--- config.mk ---
export PLATFORM = sky130hd
export DESIGN_NAME = ntt_stage_sequencer
export DESIGN_NICKNAME = d
export VERILOG_FILES = /design/src/rtl/ntt_stage_sequencer.sv
export SDC_FILE = /design/constraint.sdc
export NUM_CORES = 1
export LEC_CHECK = 0
export BUFFER_PORTS_ARGS = -buffer_cell sky130_fd_sc_hd__buf_2
export CORE_AREA = 8 8 251 253
export DETAILED_ROUTE_END_ITERATION = 6
export DIE_AREA = 0 0 259 261
export HOLD_SLACK_MARGIN = 0.06
export PLACE_DENSITY = 0.36
export SYNTH_ARGS = -nofsm -noshare
export SYNTH_HDL_FRONTEND = slang
export SYNTH_SLANG_ARGS = --single-unit
--- constraint.sdc ---
create_clock -name clk -period 7.9 [get_ports clk]
set_input_delay 0.395 -clock clk [delete_from_list [all_inputs] [get_ports clk]]
set_output_delay 0.395 -clock clk [all_outputs]
set_load 0.005 [all_outputs]
--- src/rtl/ntt_stage_sequencer.sv ---
// rtl/ntt_stage_sequencer.sv - in-place iterative NTT stage/butterfly sequencer
//
// Walks all LOG_N stages of an in-place NTT for one start pulse. Each butterfly
// takes five states:
//   RD_U  read U from the coefficient RAM
//   RD_V  read V and issue the twiddle address
//   EXEC  drive the arithmetic unit with the butterfly opcode
//   WR_U  write U' back to the RAM
//   WR_V  write V' back to the RAM
// Both results go back to the addresses they were read from.
//
// Optional feature: define NTT_SEQ_PERF_EN to add the perf_cycles busy-cycle counter.
//
// Ports:
//   clk, rst             clock; asynchronous active-high reset
//   start, q             start pulse; modulus, latched on the accepted start
//   busy, done           transform in progress; one-cycle completion pulse
//   mem_addr/mem_rd_en   coefficient RAM address and read strobe
//   mem_rdata            RAM read data (one-cycle read latency)
//   mem_wr_en/mem_wdata  RAM write strobe and write data
//   tw_addr/tw_rdata     twiddle ROM address and data (one-cycle read latency)
//   au_opcode, au_op_*   operands to the arithmetic unit
//   au_res_1/2           arithmetic unit results, valid one cycle after EXEC
//   perf_cycles          busy-cycle counter (NTT_SEQ_PERF_EN only)
module ntt_stage_sequencer #(
    parameter int LOG_N  = 4,
    parameter int DATA_W = 64
) (
    input  logic              clk,
    input  logic              rst,
    input  logic              start,
    input  logic [DATA_W-1:0] q,
    output logic              busy,
    output logic              done,
    output logic [LOG_N-1:0]  mem_addr,
    output logic              mem_rd_en,
    input  logic [DATA_W-1:0] mem_rdata,
    output logic              mem_wr_en,
    output logic [DATA_W-1:0] mem_wdata,
    output logic [LOG_N-2:0]  tw_addr,
    input  logic [DATA_W-1:0] tw_rdata,
    output logic [2:0]        au_opcode,
    output logic [DATA_W-1:0] au_op_a,
    output logic [DATA_W-1:0] au_op_b,
    output logic [DATA_W-1:0] au_op_w,
    output logic [DATA_W-1:0] au_op_q,
    input  logic [DATA_W-1:0] au_res_1,
    input  logic [DATA_W-1:0] au_res_2
`ifdef NTT_SEQ_PERF_EN
    ,
    output logic [31:0]       perf_cycles
`endif
);

    localparam int S_W = (LOG_N > 1) ? $clog2(LOG_N) : 1;
    localparam logic [S_W-1:0]   S_LAST = S_W'(LOG_N - 1);
    localparam logic [LOG_N-2:0] K_LAST = '1;
    localparam logic [2:0]       OP_BUTTERFLY = 3'b011;

    typedef enum logic [2:0] {
        S_IDLE,
        S_RD_U,
        S_RD_V,
        S_EXEC,
        S_WR_U,
        S_WR_V,
        S_DONE
    } state_t;

    state_t              state_q, state_d;
    logic [S_W-1:0]      s_q, s_d;
    logic [LOG_N-2:0]    k_q, k_d;
    logic [DATA_W-1:0]   q_q, q_d;
    logic [DATA_W-1:0]   u_q, u_d;
    logic [DATA_W-1:0]   vr_q, vr_d;

    // Butterfly index math. mask = half-1 = all-ones(LOG_N-1) >> s.
    // The low bits of k (below half) give j and the high bits give g, so
    // iu = 2*half*g + j is just the high bits shifted up by one with j below.
    logic [LOG_N-2:0] mask;
    logic [LOG_N-2:0] j_idx;
    logic [LOG_N-2:0] g_bits;
    logic [LOG_N-1:0] half;
    logic [LOG_N-1:0] iu;
    logic [LOG_N-1:0] iv;
    logic [LOG_N-2:0] tw_idx;

    always_comb begin
        mask   = {(LOG_N-1){1'b1}} >> s_q;
        j_idx  = k_q & mask;
        g_bits = k_q & ~mask;
        half   = {1'b0, mask} + LOG_N'(1);
        iu     = {g_bits, 1'b0} | {1'b0, j_idx};
        iv     = iu | half;
        tw_idx = j_idx << s_q;
    end

    always_ff @(posedge clk or posedge rst) begin
        if (rst) begin
            state_q <= S_IDLE;
            s_q     <= '0;
            k_q     <= '0;
            q_q     <= '0;
            u_q     <= '0;
            vr_q    <= '0;
        end else begin
            state_q <= state_d;
            s_q     <= s_d;
            k_q     <= k_d;
            q_q     <= q_d;
            u_q     <= u_d;
            vr_q    <= vr_d;
        end
    end

    always_comb begin
        state_d   = state_q;
        s_d       = s_q;
        k_d       = k_q;
        q_d       = q_q;
        u_d       = u_q;
        vr_d      = vr_q;
        busy      = 1'b0;
        done      = 1'b0;
        mem_addr  = '0;
        mem_rd_en = 1'b0;
        mem_wr_en = 1'b0;
        mem_wdata = '0;
        tw_addr   = '0;
        au_opcode = 3'b000;
        au_op_a   = '0;
        au_op_b   = '0;
        au_op_w   = '0;
        au_op_q   = '0;

        case (state_q)
            S_IDLE: begin
                if (start) begin
                    state_d = S_RD_U;
                    q_d     = q;
                    s_d     = '0;
                    k_d     = '0;
                end
            end
            S_RD_U: begin
                busy      = 1'b1;
                mem_addr  = iu;
                mem_rd_en = 1'b1;
                state_d   = S_RD_V;
            end
            S_RD_V: begin
                busy      = 1'b1;
                mem_addr  = iv;
                mem_rd_en = 1'b1;
                tw_addr   = tw_idx;
                u_d       = mem_rdata;
                state_d   = S_EXEC;
            end
            S_EXEC: begin
                // V arrives this cycle and goes straight to the arithmetic
                // unit, which registers its operands itself.
                busy      = 1'b1;
                au_opcode = OP_BUTTERFLY;
                au_op_a   = u_q;
                au_op_b   = mem_rdata;
                au_op_w   = tw_rdata;
                au_op_q   = q_q;
                state_d   = S_WR_U;
            end
            S_WR_U: begin
                // The results are only valid in this cycle; V' is held for WR_V.
                busy      = 1'b1;
                mem_addr  = iu;
                mem_wr_en = 1'b1;
                mem_wdata = au_res_1;
                vr_d      = au_res_2;
                state_d   = S_WR_V;
            end
            S_WR_V: begin
                busy      = 1'b1;
                mem_addr  = iv;
                mem_wr_en = 1'b1;
                mem_wdata = vr_q;
                if (k_q != K_LAST) begin
                    k_d     = k_q + 1'b1;
                    state_d = S_RD_U;
                end else if (s_q != S_LAST) begin
                    k_d     = '0;
                    s_d     = s_q + 1'b1;
                    state_d = S_RD_U;
                end else begin
                    state_d = S_DONE;
                end
            end
            S_DONE: begin
                done    = 1'b1;
                state_d = S_IDLE;
            end
            default: begin
                state_d = S_IDLE;
            end
        endcase
    end

`ifdef NTT_SEQ_PERF_EN
    logic [31:0] perf_q, perf_d;

    always_comb begin
        perf_d = perf_q;
        if (state_q == S_IDLE && start) begin
            perf_d = '0;
        end else if (busy && perf_q != 32'hFFFF_FFFF) begin
            perf_d = perf_q + 32'd1;
        end
    end

    always_ff @(posedge clk or posedge rst) begin
        if (rst) begin
            perf_q <= '0;
        end else begin
            perf_q <= perf_d;
        end
    end

    assign perf_cycles = perf_q;
`endif

endmodule

==> results.ini <==
[status]
status = complete, no violations

[setup_path]
arrival_ns = 3.27
critPathLaunchType = flip-flop
endpoint_kind = output port
cp_max_fo = 138
path_cells = nand2_1, nor2_4, buf_4, and2_1, buf_2
crit_slowest_cell = dfrtp_4
cp.required_ns = 7.51
slowest_delay_ns = 0.94
crit_type = flip-flop to output port

[logic_synthesis]
syn_nets = 1251
netlist_area_mm2 = 0.0106
yosys_warnings = 0
muxShareOfSynthArea = 0.268
synth_top_family_by_area = multiplexers
synth_simple_gate_area_share = 0.196
ys_types = 39
syn_inst = 922
synthFlopType = dfrtp_1
synth-compound-area-share = 0.0168
synthAdderAreaFrac = 0.00710
async_reset_ff_frac = 1.00
synth_xor_area_frac = 0
seq_area_frac_synth = 0.474
synth_edf_count = 0
postSynthAreaPerCell_um2 = 11.5
synth.ff_latch_count = 200

[clock_tree]
cts_max_level = 4
clkTransAtPathRegs_ns = 0.07
clock_path_buffers = 2
ctsHoldBuffers = 1
cts-buffers-inserted = 17
clock_latency_ns = 0.48
post-cts-setup-buffers = 0
clockRootBuffer = clkbuf_16
cts_tree = done
cts_num_sinks = 200
cts_resized = 0

[layout]
layout-drive-gt1-share = 0.574
area_growth_pct = 43.2
fillCellCount = 6505
final_cell_mix = buf_2, and2_1, dfrtp_1, mux2_2
fin_nets = 1865
final_common_cell = buf_2

[sta]
finalSetupViolations = 0
slew_headroom = 0.284
post-route-period-util = 0.464
timing.setup.tns_ns = 0
drv_slew = 0
hold_violations = 0
worst_slack_ns = 4.23
worst_pin_slew_ns = 1.07
layout_min_cycle_time_ns = 3.67
holdWs_ns = 0.136
rsz0062_at_grt = false
skew_ns = 0.00828
fmax_mhz = 273

[global_routing]
track_usage = 0.125
grt_max_degree = 139
grt_pass1_vias = 9502
overflow = 0
grt_pass1_wl_mm = 63.3
antenna_found_initial = 11

[placed_design]
dpl.hpwl_mm = 35.0
io_buffers = 655
pre_cts_slack_ns = 4.69
gp_congestion = 0.836

[routing]
drt_pass1_iterations = 4
via_count = 9058
wire_per_inst_um = 18.9
drt_iter0_drc = 358
drc = 0
detail-route-antenna-nets = 0
vias_per_cell = 3.87
wirelength_mm = 44.2

[floorplanning]
ioPinCount = 657
die_w_um = 259
die_h_um = 261
initial_utilization = 0.178
core_area_mm2 = 0.0593
row_count = 90
die_area_mm2 = 0.0676

[power_and_ir_drop]
irDropWorstVdd_v = 0.000162
p_per_area_mw_per_mm2 = 318
p_leak_nw = 7.90

[hold_path]
min_path_type = primary input to flip-flop

[job]
maxCapViolCount = 0

[critical path: cells and delay by family (launching register included)]
family                 cells  cell delay [ns]
buffers and inverters      2             0.93
DFF                        1             0.94
and+or+nand+nor            3             0.78
[cell usage after synthesis, drive strengths merged, types with 2 or more instances]
library cell / count / area (um2)
and2: 258 / 1610
dfrtp: 200 / 5000
mux2: 192 / 2160
nor2: 69 / 269
mux2i: 67 / 671
buf: 42 / 285
clkbuf: 28 / 105
nand2: 9 / 33.8
ha: 6 / 75.1
nand2b: 6 / 37.5
a21oi: 5 / 25.0
inv: 4 / 15.0
nor2b: 4 / 25.0
o21ai: 4 / 20.0
a22o: 3 / 26.3
a32o: 3 / 30.0
nor3: 3 / 15.0
a211oi: 2 / 15.0
a22oi: 2 / 15.0
and3b: 2 / 17.5
[cells by family (layout without fill, tap and decap cells)]
| logic type | Yosys count | after routing |
|---|---|---|
| and+or+nand+nor | 357 | 357 |
| adders and majority gates | 6 | 6 |
| AOI/OAI and AO/OA | 25 | 25 |
| DFF | 200 | 200 |
| muxes | 259 | 259 |
| other | 1 | 9 |
| buffers and inverters | 74 | 700 |
[through the flow]
step | cells | power (W) | cell area [um2] | util
CTS | 2330 | 0.00495 | 15100 | 0.255
global placement | 2298 | 0.00399 | 14500 | 0.245
finish | 2338 | 0.00481 | 15100 | 0.255
floorplan | 922 | 0.00319 | 10600 | -
global route | 2334 | 0.00521 | 15100 | 0.255
detailed placement | 2298 | 0.00402 | 14500 | 0.245
[sequential cells by signal, summed over array words and instances, names as in the netlist]
register  flops
state_q       3
q_q          64
s_q           2
u_q          64
vr_q         64
k_q           3
[path summary, 6_finish.rpt]
kind | depth (start not counted) | to | slack, ns | from
worst max-delay path | 5 | au_op_q[47] | 4.23 | state_q[0]$_DFFE_PP0P_
worst min-delay path | 2 | vr_q[9]$_DFFE_PP0N_ | 0.14 | au_res_2[9]
worst max register to register | 4 | vr_q[28]$_DFFE_PP0N_ | 5.14 | state_q[2]$_DFFE_PP0P_
worst min register to register | 1 | vr_q[7]$_DFFE_PP0N_ | 0.49 | vr_q[7]$_DFFE_PP0N_
max in group asynchronous | 4 | vr_q[38]$_DFFE_PP0N_ | 5.97 | rst
min in group asynchronous | 3 | q_q[37]$_DFFE_PP0P_ | 0.52 | rst
[per-layer routing]
| layer | global-route usage | wire length (um) | share of wire |
|---|---|---|---|
| met1 | 0.139 | 17000 | 0.39 |
| met5 | 0 | 35 | 0.00079 |
| met3 | 0.0549 | 3930 | 0.089 |
| met4 | 0.0359 | 799 | 0.018 |
| met2 | 0.215 | 22400 | 0.51 |
[final cells by class]
| cell class | count | area, um2 | share of cell area |
|---|---|---|---|
| clock inverter | 8 | 88.8 | 0.00587 |
| antenna | 8 | 20.0 | 0.00132 |
| tap | 782 | 978 | 0.0647 |
| inverter | 4 | 22.5 | 0.00149 |
| clock buffer | 23 | 478 | 0.0316 |
| sequential | 200 | 5010 | 0.331 |
| multi-input combinational | 648 | 5180 | 0.342 |
| timing repair buffer | 665 | 3360 | 0.222 |
[report_power, final]
part	internal, W	switching, W
Sequential	0.00154	0.000336
Clock	0.000462	0.000423
Combinational	0.00113	0.000915
Total	0.00314	0.00167
(Power assumes the default switching activity.)
